[config.mk]
export PLATFORM = sky130hd
export DESIGN_NAME = unified_mem_arbiter
export DESIGN_NICKNAME = d
export VERILOG_FILES = /design/src/rtl/mem_arb_pkg.sv /design/src/rtl/arb_priority_sel.sv /design/src/rtl/unified_mem_arbiter.sv
export SDC_FILE = /design/constraint.sdc
export NUM_CORES = 1
export LEC_CHECK = 0
export ABC_AREA = 1
export BUFFER_PORTS_ARGS = -buffer_cell sky130_fd_sc_hd__buf_2
export CORE_AREA = 4 4 106 108
export DETAILED_ROUTE_END_ITERATION = 8
export DIE_AREA = 0 0 110 112
export PLACE_DENSITY = 0.59
export REMOVE_ABC_BUFFERS = 1
export SLEW_MARGIN = 15
export SYNTH_ARGS = -nofsm -noshare
export SYNTH_HDL_FRONTEND = slang
export SYNTH_HIERARCHICAL = 1
export SYNTH_SLANG_ARGS = --single-unit
[constraint.sdc]
create_clock -name clk -period 4.96 [get_ports clk]
set_input_delay 0.496 -clock clk [delete_from_list [all_inputs] [get_ports clk]]
set_output_delay 0.496 -clock clk [all_outputs]
set_load 0.02 [all_outputs]
[src/rtl/mem_arb_pkg.sv]
// Shared types for the unified memory arbiter: FSM states, port owners and
// the streak counter width helper.
package mem_arb_pkg;

  localparam logic [1:0] ST_IDLE = 2'd0;
  localparam logic [1:0] ST_REQ  = 2'd1;
  localparam logic [1:0] ST_RSP  = 2'd2;

  typedef enum logic [1:0] {
    IDLE = ST_IDLE,
    REQ  = ST_REQ,
    RSP  = ST_RSP
  } state_e;

  typedef enum logic [1:0] {
    NONE  = 2'd0,
    OWN_I = 2'd1,
    OWN_D = 2'd2
  } owner_e;

  // Counter must hold STREAK_MAX and never be narrower than 3 bits.
  function automatic int streak_width(input int streak_max);
    int w;
    w = $clog2(streak_max + 1);
    return (w < 3) ? 3 : w;
  endfunction

endpackage

[src/rtl/arb_priority_sel.sv]
// Combinational winner selection between fetch and data requesters.
// Data has priority unless the starvation guard reports a full streak.
module arb_priority_sel
  import mem_arb_pkg::*;
(
  input  logic   i_req,
  input  logic   d_req,
  input  logic   streak_hit,
  output owner_e owner
);

  always_comb begin
    owner = NONE;
    if (streak_hit && i_req) begin
      owner = OWN_I;
    end else if (d_req) begin
      owner = OWN_D;
    end else if (i_req) begin
      owner = OWN_I;
    end
  end

endmodule

[src/rtl/unified_mem_arbiter.sv]
// Shares one single-port memory between fetch and load/store, one transaction
// in flight. Optional fetch starvation guard: define ARB_STARVE_GUARD_EN.
//
// state | meaning
// IDLE  | no transaction; arbitrate, drive m_* from the winner
// REQ   | owner latched, m_req held until m_gnt
// RSP   | request accepted, waiting for m_rvalid
module unified_mem_arbiter
  import mem_arb_pkg::*;
#(
  parameter int ADDR_W     = 32,
  parameter int DATA_W     = 32,
  parameter int STREAK_MAX = 4
) (
  input  logic                clk,
  input  logic                reset,
  input  logic                i_req,
  input  logic [ADDR_W-1:0]   i_addr,
  output logic                i_gnt,
  output logic                i_rvalid,
  output logic [DATA_W-1:0]   i_rdata,
  input  logic                d_req,
  input  logic                d_we,
  input  logic [ADDR_W-1:0]   d_addr,
  input  logic [DATA_W-1:0]   d_wdata,
  input  logic [DATA_W/8-1:0] d_be,
  output logic                d_gnt,
  output logic                d_rvalid,
  output logic [DATA_W-1:0]   d_rdata,
  output logic                m_req,
  output logic                m_we,
  output logic [ADDR_W-1:0]   m_addr,
  output logic [DATA_W-1:0]   m_wdata,
  output logic [DATA_W/8-1:0] m_be,
  input  logic                m_gnt,
  input  logic                m_rvalid,
  input  logic [DATA_W-1:0]   m_rdata,
  output logic                busy
);

  localparam int BE_W = DATA_W / 8;

  if (STREAK_MAX < 1) begin : g_bad_streak
    $error("STREAK_MAX must be at least 1");
  end

  state_e state_q;
  owner_e owner_q;
  owner_e sel_owner;
  owner_e cur_owner;
  logic   streak_hit;
  logic   mem_grant;
  logic   rsp_hit;

  arb_priority_sel u_sel (
    .i_req      (i_req),
    .d_req      (d_req),
    .streak_hit (streak_hit),
    .owner      (sel_owner)
  );

  // In IDLE the fresh winner drives the port; afterwards the latched owner does.
  assign cur_owner = (state_q == IDLE) ? sel_owner : owner_q;

  assign m_req = reset &&
                 (((state_q == IDLE) && (sel_owner != NONE)) || (state_q == REQ));

  always_comb begin
    m_we    = 1'b0;
    m_addr  = '0;
    m_wdata = '0;
    m_be    = '0;
    if (reset) begin
      case (cur_owner)
        OWN_I: begin
          m_addr = i_addr;
          m_be   = {BE_W{1'b1}};
        end
        OWN_D: begin
          m_we    = d_we;
          m_addr  = d_addr;
          m_wdata = d_wdata;
          m_be    = d_be;
        end
        default: ;
      endcase
    end
  end

  assign mem_grant = m_req && m_gnt;
  assign i_gnt     = mem_grant && (cur_owner == OWN_I);
  assign d_gnt     = mem_grant && (cur_owner == OWN_D);

  assign rsp_hit  = reset && (state_q == RSP) && m_rvalid;
  assign i_rvalid = rsp_hit && (owner_q == OWN_I);
  assign d_rvalid = rsp_hit && (owner_q == OWN_D);

  assign i_rdata = reset ? m_rdata : '0;
  assign d_rdata = reset ? m_rdata : '0;

  assign busy = (state_q != IDLE);

  always_ff @(posedge clk or negedge reset) begin
    if (!reset) begin
      state_q <= IDLE;
      owner_q <= NONE;
    end else begin
      case (state_q)
        IDLE: begin
          if (sel_owner != NONE) begin
            owner_q <= sel_owner;
            state_q <= m_gnt ? RSP : REQ;
          end
        end
        REQ: begin
          if (m_gnt) state_q <= RSP;
        end
        RSP: begin
          if (m_rvalid) begin
            state_q <= IDLE;
            owner_q <= NONE;
          end
        end
        default: begin
          state_q <= IDLE;
          owner_q <= NONE;
        end
      endcase
    end
  end

`ifdef ARB_STARVE_GUARD_EN
  localparam int STREAK_W = streak_width(STREAK_MAX);
  localparam logic [STREAK_W-1:0] STREAK_TOP = STREAK_W'(STREAK_MAX);

  logic [STREAK_W-1:0] streak_q;

  // Saturates so a data grant landing after a late i_req rise cannot skip past the hit value.
  always_ff @(posedge clk or negedge reset) begin
    if (!reset) begin
      streak_q <= '0;
    end else if (i_gnt) begin
      streak_q <= '0;
    end else if (d_gnt) begin
      if (!i_req) begin
        streak_q <= '0;
      end else if (streak_q != STREAK_TOP) begin
        streak_q <= streak_q + 1'b1;
      end
    end
  end

  assign streak_hit = (streak_q == STREAK_TOP);
`else
  assign streak_hit = 1'b0;
`endif

`ifndef SYNTHESIS
  a_i_req_held : assert property (@(posedge clk) disable iff (!reset)
                                  (i_req && !i_gnt) |=> i_req);
  a_d_req_held : assert property (@(posedge clk) disable iff (!reset)
                                  (d_req && !d_gnt) |=> d_req);
`endif

endmodule

## Yosys cells after proc, flatten, opt, wreduce, memory -nomap -nowiden

Index checks and enable logic that the tools add are counted.

| storage, ports and cells | value |
|---|---|
| bits in registers | 4 |
| output and inout port bits | 139 |

| cells by class | value |
|---|---|
| eq/ne operators | 9 |
| reductions and logical operators | 15 |
| bitwise operators | 1 |
| multiplexer cells | 19 |

Operators with widths:

| operator | number |
|---|---|
| 2-to-1 mux 32 bit | 4 |
| one-hot mux 32 bit (2 select lines) | 1 |
| 2-to-1 mux 2 bit | 7 |
| one-hot mux 2 bit (3 select lines) | 2 |
| logical AND 1 bit | 9 |
| one-hot mux 4 bit (2 select lines) | 1 |
| equality test 2 x 1 -> 1 bit (second input constant) | 3 |
| equality test 2 bit (second input constant) | 3 |
| AND reduction 3 bit | 2 |
| 2-to-1 mux 4 bit | 1 |
| inequality test 2 bit (second input constant) | 2 |
| nonzero test 2 bit | 2 |
| 2-to-1 mux 1 bit | 3 |
| zero test 2 bit | 1 |
| inequality test 2 x 1 -> 1 bit (second input constant) | 1 |
| logical OR 1 bit | 1 |
| inverter 1 bit | 1 |

## Logic depth before layout (Yosys ltp)

Gate-level depths: netlist of run 1.

| depth | value |
|---|---|
| word-level depth | 8 |
| mapped depth | 11 |

## By module

Netlist of run 1, hierarchy kept.

By module, submodules not included:

| module | cells an instance | area each (µm²) | instances |
|---|---|---|---|
| unified_mem_arbiter | 332 | 1564.0 | 1 |
| arb_priority_sel | 5 | 20.0 | 1 |

## Worst setup path before layout of run 1

OpenSTA, ideal clock, no wires.

| timing path | value |
|---|---|
| path type | input to output |
| from | in d_req |
| to | out m_addr[10] |
| cell stages on the path | 11 |
| arrival | 1797 ps |
| path buffers | 1 |
| setup slack | 2667 ps |
| data required time | 4464 ps |
| path through | inv_1 -> nand2_1 -> nand2_1 -> nand2_1 -> o21ai_0 -> inv_1 -> ha_1 -> inv_1 -> nand2_2 -> buf_2 -> a21oi_1 |

| between the ends | value |
|---|---|
| longest elaborated chain between the ends | 5 |
| elaborated cells on any way between the ends | 6 |
| classes of those cells | eq/ne (2); mux (4) |

Ends and longest elaborated chain:

| what | line | source |
|---|---|---|
| start, declared | unified_mem_arbiter.sv:22 | `input logic d_req,` |
| 2-to-1 mux 2 bit (*) | arb_priority_sel.sv:16 | `end else if (d_req) begin` |
| named net sel_owner[0] | unified_mem_arbiter.sv:49 | `owner_e sel_owner;` |
| 2-to-1 mux 2 bit (*) | unified_mem_arbiter.sv:63 | `assign cur_owner = (state_q == IDLE) ? sel_owner : owner_q;` |
| equality test 2 bit / equality test 2 x 1 -> 1 bit (equally long branches) | unified_mem_arbiter.sv:74 | `case (cur_owner)` |
| one-hot mux 32 bit (2 select lines) (*) | unified_mem_arbiter.sv:74 |  |
| 2-to-1 mux 32 bit (*) | unified_mem_arbiter.sv:73 | `if (reset) begin` |
| end, declared | unified_mem_arbiter.sv:32 | `output logic [ADDR_W-1:0] m_addr,` |

The timed path passes the listed nets; every way through them passes the cells marked *.

## Worst setup path in the final report of run 1

| timing path | value |
|---|---|
| from | reg state_q[1] |
| to | out m_addr[23] |

| between the ends | value |
|---|---|
| longest elaborated chain between the ends | 5 |
| elaborated cells on any way between the ends | 6 |
| classes of those cells | eq/ne (2); mux (3); reduce/logical (1) |

Ends and longest elaborated chain:

| what | line | source |
|---|---|---|
| start, declared | unified_mem_arbiter.sv:47 | `state_e state_q;` |
| start signal, assigned | unified_mem_arbiter.sv:112 | `state_q <= m_gnt ? RSP : REQ;` |
| zero test 2 bit (*) | unified_mem_arbiter.sv:63 |  |
| 2-to-1 mux 2 bit (*) | unified_mem_arbiter.sv:63 |  |
| equality test 2 bit / equality test 2 x 1 -> 1 bit (equally long branches) | unified_mem_arbiter.sv:74 |  |
| one-hot mux 32 bit (2 select lines) (*) | unified_mem_arbiter.sv:74 |  |
| 2-to-1 mux 32 bit (*) | unified_mem_arbiter.sv:73 |  |

Every way passes the cells marked *; elsewhere a longest branch is shown, timed or not.

==> results of run 1 <==
## synthesized netlist by cell type (all sizes together)
library cell    n  area (um2)
a21oi          37         185
and3            1        6.26
buf            50         335
conb            1        3.75
dfrtp           4         100
ha              2        25.0
inv            79         297
nand2         116         438
nand3           2        10.0
nand4           2        12.5
nor2           37         141
nor3            3        15.0
o21ai           3        15.0
## report_power, final
part / internal, mW / leakage (nW) / switching (mW) / total, mW
clock network: 0.0516 / 0.0216 / 0.0157 / 0.0674
logic: 0.183 / 2.10 / 0.405 / 0.588
registers: 0.0424 / 0.0507 / 0.00886 / 0.0512
## metrics by stage
step / hold WS (ps) / power, mW
6_report: 333 / 0.706
4_1_cts: 340 / 0.717
3_3_place_gp: 496 / 0.647
2_1_floorplan: 200 / 0.410
3_5_place_dp: 493 / 0.645
5_1_grt: 364 / 0.781
## worst paths after layout
kind	start	endpoint	slack, ps	depth (start not counted)
hold / removal	reset	owner_q[0]$_DFFE_PN0P_	330	1
setup reg to reg	state_q[1]$_DFFE_PN0P_	owner_q[1]$_DFFE_PN0P_	3900	5
min in group clk	m_gnt	state_q[0]$_DFFE_PN0P_	480	2
setup / recovery	state_q[1]$_DFFE_PN0P_	m_addr[23]	1970	8
max in group asynchronous	reset	state_q[1]$_DFFE_PN0P_	4180	1
hold reg to reg	owner_q[0]$_DFFE_PN0P_	owner_q[0]$_DFFE_PN0P_	500	2
## critical path, cell delays in order, from the launching register on
cell	delay [ps]
dfrtp_1	420
nor2_2	220
nand2_1	100
o21ai_0	120
ha_1	590
buf_4	340
nand2_1	70
a21oi_1	200
buf_2	210
## layer usage
layer  track usage [%]  part of all wire, %  vias to the layer above
li1                  -                    -                     1400
met1              13.8                   40                     1072
met2              19.3                   48                      144
met3              2.43                   12                        4
met4              1.16                 0.45                        0
met5                 0                    0                        -
## cells by family after synthesis
family | count (synthesis) | synth area share [%]
DFF | 4 | 6.32
and+or+nand+nor | 161 | 39.3
adders and majority gates | 2 | 1.58
AOI/OAI and AO/OA | 40 | 12.6
buffers and inverters | 129 | 39.9
other | 1 | 0.237
## placed cells by master, fill, tap and decap left out, types with 2 or more instances in the layout
master	synthesis	routed
a21oi_1	37	37
buf_2	16	277
buf_4	34	2
clkbuf_8	0	3
conb_1	1	2
dfrtp_1	4	4
ha_1	2	2
inv_1	79	79
nand2_1	115	115
nand3_1	2	2
nand4_1	2	2
nor2_1	36	36
nor3_1	3	3
o21ai_0	3	3
## sequential cells by signal, indices dropped and copies added, names as in the netlist
name	flops
owner_q	2
state_q	2
## final cells by class
| class | instances | area [um2] | area share, % |
|---|---|---|---|
| clock buffer | 3 | 41.3 | 1.44 |
| inverter | 79 | 297 | 10.3 |
| multi-input combinational | 205 | 856 | 29.9 |
| sequential | 4 | 100 | 3.49 |
| tap | 136 | 170 | 5.94 |
| timing repair buffer | 279 | 1400 | 48.9 |
==> results.md, run 1 <==
- Placed instance area: approximately 2800 um2
- Routed wire length per instance: between 10 and 15 um
- Die X: 110 um
- H-tree levels: 1
- Worst-path fanout max: 18
- Worst-path clk slew: 30 ps
- Final Worst Setup Slack: between 1500 and 2000 ps
- Post-Route WL: approximately 7800 um
- Global Route Usage Sum: 10.9%
- ANT cells: 0
- CTS Buf Count: 3
- Critical path arrival: 2490 ps
- Nets: 713
- Clk_skew: 2.45 ps
- PwrDens: roughly 250 nW/um2
- Final setup vio count: 0
- Post-DRT Antenna Nets: 0
- Chip height: 112 um
- Post-layout util: 28.0%
- Final period util: 60.3%
- Mapped Cells: 337
- CTS resizes: 0
- Post-route minimum period: 2990 ps
- CTS tree: built
- Seq/Total Area, Yosys: 6.32%
- Crit end category: primary output
- Worst Hold Class: in -> async
- Core region area: 10,200 um2
- Fillers: 1,229
- Least-Margin Pin Slew: approximately 1000 ps
- Clk buf depth: 2
- Final cell count without fillers: 706
- Seq cells post-synth: 4
- Syn_area_per_cell: 4.70 um2
- Max_slew headroom: 30.0%
- Pin count of the biggest net entering global routing: 42
- Setup TNS: 0 ps
- Residual DRC: 0
- Final Max Tran Viols: 0
- Placer Congestion: 0.850
- Post-Syn Area: 1580 um2
- Peak supply drop: 236 uV
- Outcome: completed
- CP Class: reg -> out
- I/O pin count: between 200 and 300
- Fin. Hold Viols: 0
- YS warnings: 6
- Critical Path Start Type: flip-flop
- Count of cell types in the netlist: 16
- Post-DP HPWL: 6560 um
- Design Area, Final: 2870 um2
- Layout cells sized above 1: 49.8%
- Vias/cell: 3.71
- Leakage: roughly 2.2 nW
- Die ar.: 12,300 um2
- Pre-CTS setup slack: 2110 ps
- Initial DRC count: between 100 and 150
- RSZ-0062 raised after global routing: false
- Cell Count Post-Placement: 703
- Initial Util: 15.5%
- Vias in the first global route: 2,378
- Clock latency at the later pin of the worst-skew pair: around 210 ps
- Clock sinks: 4
- Max cap viols: 0
- Req. time, crit path: 4460 ps
- FP Rows: 37
- Post-CTS Setup Bufs: 0
- First-pass GRT wire length: roughly 11,000 um
- Clk root buf: clkbuf_8
- Area growth syn-to-layout: 80.9%
- Gr ovfl total: 0
- DR vias: 2,620
- Initial antenna violation count: 0
- Pre-antenna DRT Iters: 4
- I/O Buffers: 277
- F_max: 334 MHz
- Cts hold-fix bufs: 0
(Power assumes the default switching activity.)
==> run 2: changes to the inputs <==
- ABC_AREA: 1 -> 0
- CORE_AREA: 4 4 106 108 -> 4 4 107 109
- DIE_AREA: 0 0 110 112 -> 0 0 111 113
- PLACE_DENSITY: 0.59 -> 0.6
- clock period: 4.96 -> 2.48 ns (I/O delays scaled with it)
==> run 2 against run 1 <==
  * Die area rose by 1.8%
  * Hold slack got worse by 92 ps
  * Routed wire length rose by 3.9%
==> results.md, run 2 <==
- Outcome: completed
- Die ar.: between 10,000 and 15,000 um2
- R2R Setup Slk: 1440 ps
- Post-synth top area share: about 17%
- Final Worst Setup Slack: ~210 ps
- Post-route minimum period: 2270 ps
- Initial Util: 14.4%
- Post-Route WL: 8150 um
- Clock latency at the later pin of the worst-skew pair: 220 ps
- I/O pin count: between 200 and 300
- Pre-antenna DRT Iters: 4
- Top flop regs: owner_q x2, state_q x2
- Design Area, Final: 2880 um2
- Main synth FF type: dfrtp_1
- PwrDens: around 480 nW/um2
- Worst-path fanout max: 36
- CTS Buf Count: 3
- RSZ-0062 raised after global routing: false
- Die X: roughly 110 um
- Post-CTS Setup Bufs: 0
- Clk buf depth: 2
- Sequential Power Share: 7.5%
- Seq cells post-synth: 4
- Psw: 743 uW
- CTS resizes: 0
- Core region area: around 11,000 um2
- Initial DRC count: 131
- Clock sinks: 4
- CP Class: reg -> out
- Sw Share: 53.6%
- Logic gate share of total power: 82.6%
- Max cap viols: 0
- Commonest non-fill, non-tap cell in the layout: buf_2
- Vias in the first global route: about 2.2k
- Post-Syn Area: 1530 um2
- Final setup vio count: 0
- Clock share of power: 9.9%
- Layout cells sized above 1: 62.6%
- P_int: 642 uW
- F_max: 440 MHz
- Leakage: 1.86 nW
- Clk_skew: approximately 2.7 ps
- Async set-reset flop share out of synthesis: 100%
- Routed wire length per instance: 13.5 um
- Cts hold-fix bufs: 1
- Initial antenna violation count: 0
- Vias/cell: approximately 4
- Fin. Hold Viols: 0
- Top-count cell post-synth: nor2_1
- Worst Hold Class: in -> reg
- Post-DP HPWL: 6940 um
- Crit end category: primary output
- FP Rows: 38
- I/O Buffers: 277
- Commonest cells after routing, fill and taps aside: buf_2 (277), nor2_1 (38), and2_1 (35)
- Syn_area_per_cell: 6.57 um2
- DR vias: around 2.4k
- Global Route Usage Sum: 11.2%
- Peak supply drop: 399 uV
- Final cell count without fillers: about 610
- EDFF count, synth: 0
- Final period util: 91.6%
- Cell Count Post-Placement: 601
- Final Max Tran Viols: 0
- Nets: 608
- Pin count of the biggest net entering global routing: 46
- Placer Congestion: between 0.8 and 0.9
- Clk root buf: clkbuf_8
- Area leader, netlist: buf_4
- Placed instance area: 2820 um2
- Critical path arrival: a little over 2000 ps
- Critical Path Start Type: flip-flop
- ANT cells: 0
- H-tree levels: 1
- Mapped Cells: roughly 230
- Count of cell types in the netlist: 26
- Ranking of synthesized cells by area: buf_4 (17%), a22oi_1 (16%), and2_1 (14%)
- Chip height: 113 um
- Most frequent cells after synthesis: nor2_1 (38), and2_1 (35), buf_4 (34)
- CTS tree: built
- Area growth syn-to-layout: 87.7%
- Final Total Pwr: 1.38 mW
- Pre-CTS setup slack: 412 ps
- Worst-path clk slew: 30 ps
- Gr ovfl total: 0
- YS warnings: 6
- Seq/Total Area, Yosys: 6.54%
- Req. time, crit path: 2230 ps
- Residual DRC: 0
- Post-DRT Antenna Nets: 0
- First-pass GRT wire length: 11,800 um
-- run 2: power groups by stage --
| stage | clock, mW | combinational, mW | sequential [mW] |
|---|---|---|---|
| floorplan | 0 | 0.655 | 0.0988 |
| global placement | 0 | 1.15 | 0.105 |
| detailed placement | 0 | 1.15 | 0.105 |
| CTS | 0.142 | 1.15 | 0.104 |
| global route | 0.148 | 1.25 | 0.109 |
| finish | 0.137 | 1.14 | 0.104 |
-- run 2: cells by family (layout without fill, tap and decap cells) --
group                      Yosys count  in the layout  share of synthesized area (%)
adders and majority gates            2              2                           1.63
other                                1              2                          0.245
buffers and inverters               58            289                           25.2
AOI/OAI and AO/OA                   41             41                           19.2
and+or+nand+nor                    127            127                           47.1
DFF                                  4              4                           6.54
-- run 2: final cells by class --
type / instances / area (um2)
fill: 1204 / 7730
inverter: 3 / 11.3
multi-input combinational: 172 / 1050
sequential: 4 / 100
clock buffer: 3 / 41.3
tap: 140 / 175
timing repair buffer: 283 / 1500
-- run 2: final timing paths --
path / cells after the start / from / to
setup reg to reg: 3 / state_q[0]$_DFFE_PN0P_ / state_q[1]$_DFFE_PN0P_
max in group asynchronous: 3 / reset / owner_q[1]$_DFFE_PN0P_
setup / recovery: 8 / state_q[0]$_DFFE_PN0P_ / m_addr[3]
hold reg to reg: 1 / state_q[1]$_DFFE_PN0P_ / state_q[0]$_DFFE_PN0P_
hold / removal: 2 / m_gnt / state_q[0]$_DFFE_PN0P_
min in group asynchronous: 2 / reset / state_q[1]$_DFFE_PN0P_
-- run 2: per-stage QoR --
stage	setup TNS, ps	utilization, %	hold WS [ps]
floorplan	-3420	-	-47.6
global placement	0	26.6	201
detailed placement	0	26.6	202
CTS	0	27.1	248
global route	0	27.1	259
finish	0	27.1	240
-- run 2: routing by layer --
layer	routed length [um]	GRT usage, %	up-vias	share of wire, %
met3	733	3.21	2	9.0
met4	18	1.15	0	0.22
met5	0	0	-	0
li1	-	-	1228	-
met1	3370	15.1	1071	41
met2	4020	18.6	102	49
-- run 2: worst max-delay path, stage by stage, from the launching register on --
cell      delay (ps)
dfrtp_1          410
nor2_1           200
nand2_1          120
and2_1           170
ha_2             240
nand2b_1         170
buf_12           200
nor2_1           110
buf_2            170
==> run 3: changes to the inputs <==
--- a/config.mk
+++ b/config.mk
@@ -18,2 +18,3 @@
 export SYNTH_HIERARCHICAL = 1
 export SYNTH_SLANG_ARGS = --single-unit
+export TNS_END_PERCENT = 5
==> constraint.sdc (replaced) <==
create_clock -name clk -period 2.48 [get_ports clk]
set_input_delay 0.124 -clock clk [delete_from_list [all_inputs] [get_ports clk]]
set_output_delay 0.124 -clock clk [all_outputs]
set_load 0.02 [all_outputs]
==> run 3 against run 2 <==
  * Maximum frequency rose by 2.2%
  * Core utilization fell by 0.35 points
  * First-iteration DRC count fell by 27%
  * Highest routed layer unchanged
==> results.md, run 3 (synthesis results as in run 2) <==
- PwrDens: 476 nW/um2
- Top flop regs: owner_q x2, state_q x2
- RSZ-0062 raised after global routing: false
- Req. time, crit path: 2360 ps
- Initial antenna violation count: 0
- Outcome: completed
- Clk buf depth: 2
- Worst-path clk slew: roughly 30 ps
- DR vias: 2,436
- Pre-antenna DRT Iters: 4
- Nets: 608
- Logic gate share of total power: 82.1%
- Clk_skew: between 0.4 and 0.5 ps
- Placed instance area: 2790 um2
- Layout cells sized above 1: 62.6%
- Final setup vio count: 0
- Pin count of the biggest net entering global routing: 53
- Commonest non-fill, non-tap cell in the layout: buf_2
- Die ar.: 12,500 um2
- Design Area, Final: 2840 um2
- Clock latency at the later pin of the worst-skew pair: approximately 220 ps
- Critical path arrival: ~2100 ps
- I/O pin count: about 280
- Clock share of power: 10.2%
- Initial DRC count: 95
- Sw Share: 54.6%
- CTS Buf Count: 3
- Clock sinks: 4
- F_max: 450 MHz
- Multi-input logic area: 1050 um2
- Setup TNS: 0 ps
- Hold slack: 110 ps
- Pre-CTS setup slack: approximately 460 ps
- Residual DRC: 0
- Area growth syn-to-layout: 85.3%
- Chip height: 113 um
- P_int: a little over 600 uW
- Cell Count Post-Placement: 601
- Crit end category: primary output
- Psw: about 740 uW
- Worst-path fanout max: 36
- Die X: between 100 and 150 um
- Final Worst Setup Slack: 257 ps
- Final period util: 89.6%
- ANT cells: 0
- CP Class: reg -> out
- Sequential Power Share: 7.7%
- Worst Hold Class: in -> reg
- Post-DP HPWL: approximately 6900 um
- Vias/cell: 4.03
- Leakage: 1.85 nW
- Fillers: ~1.2k
- CTS tree: built
- Peak supply drop: 298 uV
- Clk root buf: clkbuf_8
- Gr ovfl total: 0
- First-pass GRT wire length: 11,800 um
- Final Total Pwr: 1.35 mW
- I/O Buffers: about 280
- Core region area: 10,600 um2
- Routed wire length per instance: between 10 and 15 um
- Post-route minimum period: 2220 ps
- Post-layout util: 26.8%
- Final cell count without fillers: 605
- Placer Congestion: 0.744
- FF/Latch Area: ~100 um2
- Critical Path Start Type: flip-flop
- Final Max Tran Viols: 0
- Commonest cells after routing, fill and taps aside: buf_2 (277), nor2_1 (38), and2_1 (35)
- FP Rows: 38
- Global Route Usage Sum: 11.2%
- Initial Util: 14.4%
- Post-DRT Antenna Nets: 0
- Vias in the first global route: between 2k and 2.5k
- Post-Route WL: around 8100 um
- H-tree levels: 1
- Fin. Hold Viols: 0
- Max cap viols: 0
run 3: timing repair:
action                                  4_1_cts  5_1_grt
hold endpoints to repair                      4        0
resized for setup                             0        0
hold buffers                                  1        0
endpoints found under the setup margin        0        0
setup buffers                                 0        0
run 3: critical path, cell delays in order, from the launching register on:
cell and delay, ps:
dfrtp_1 430, nor2_1 180, nand2_1 100, and2_1 160, ha_2 300, nand2b_1 90
buf_4 340, nor2_1 90, buf_2 170
run 3: cell type report:
cell class | instances | share of cell area, %
repair buffers | 283 | 51.4
multi-input cells | 172 | 37.0
well taps | 140 | 6.17
flip-flops and latches | 4 | 3.53
clock buffers | 3 | 1.46
inverters | 3 | 0.397
run 3: worst paths after layout:
kind / from / endpoint / slack [ps] / depth (start not counted)
worst max-delay path: state_q[1]$_DFFE_PN0P_ / m_addr[28] / 260 / 8
worst min-delay path: m_gnt / state_q[0]$_DFFE_PN0P_ / 110 / 2
worst max register to register: state_q[0]$_DFFE_PN0P_ / state_q[1]$_DFFE_PN0P_ / 1440 / 3
worst min register to register: state_q[1]$_DFFE_PN0P_ / state_q[0]$_DFFE_PN0P_ / 550 / 1
max in group asynchronous: reset / owner_q[1]$_DFFE_PN0P_ / 1840 / 2
min in group asynchronous: reset / state_q[1]$_DFFE_PN0P_ / 360 / 2
run 3: power groups by stage:
| stage | sequential [mW] | combinational, mW | clock, mW |
|---|---|---|---|
| finish | 0.104 | 1.11 | 0.137 |
| global route | 0.108 | 1.22 | 0.144 |
| CTS | 0.104 | 1.12 | 0.141 |
| detailed placement | 0.105 | 1.12 | 0 |
| global placement | 0.105 | 1.12 | 0 |
| floorplan | 0.0988 | 0.655 | 0 |
run 3: metal layers:
layer / up-vias / part of all wire (%) / wire length, um / GRT usage, %
li1: 1232 / - / - / -
met1: 1084 / 39 / 3180 / 14.7
met2: 117 / 50 / 4080 / 19.2
met3: 3 / 10 / 835 / 3.26
met4: 0 / 0.23 / 19 / 0.739
met5: - / 0 / 0 / 0
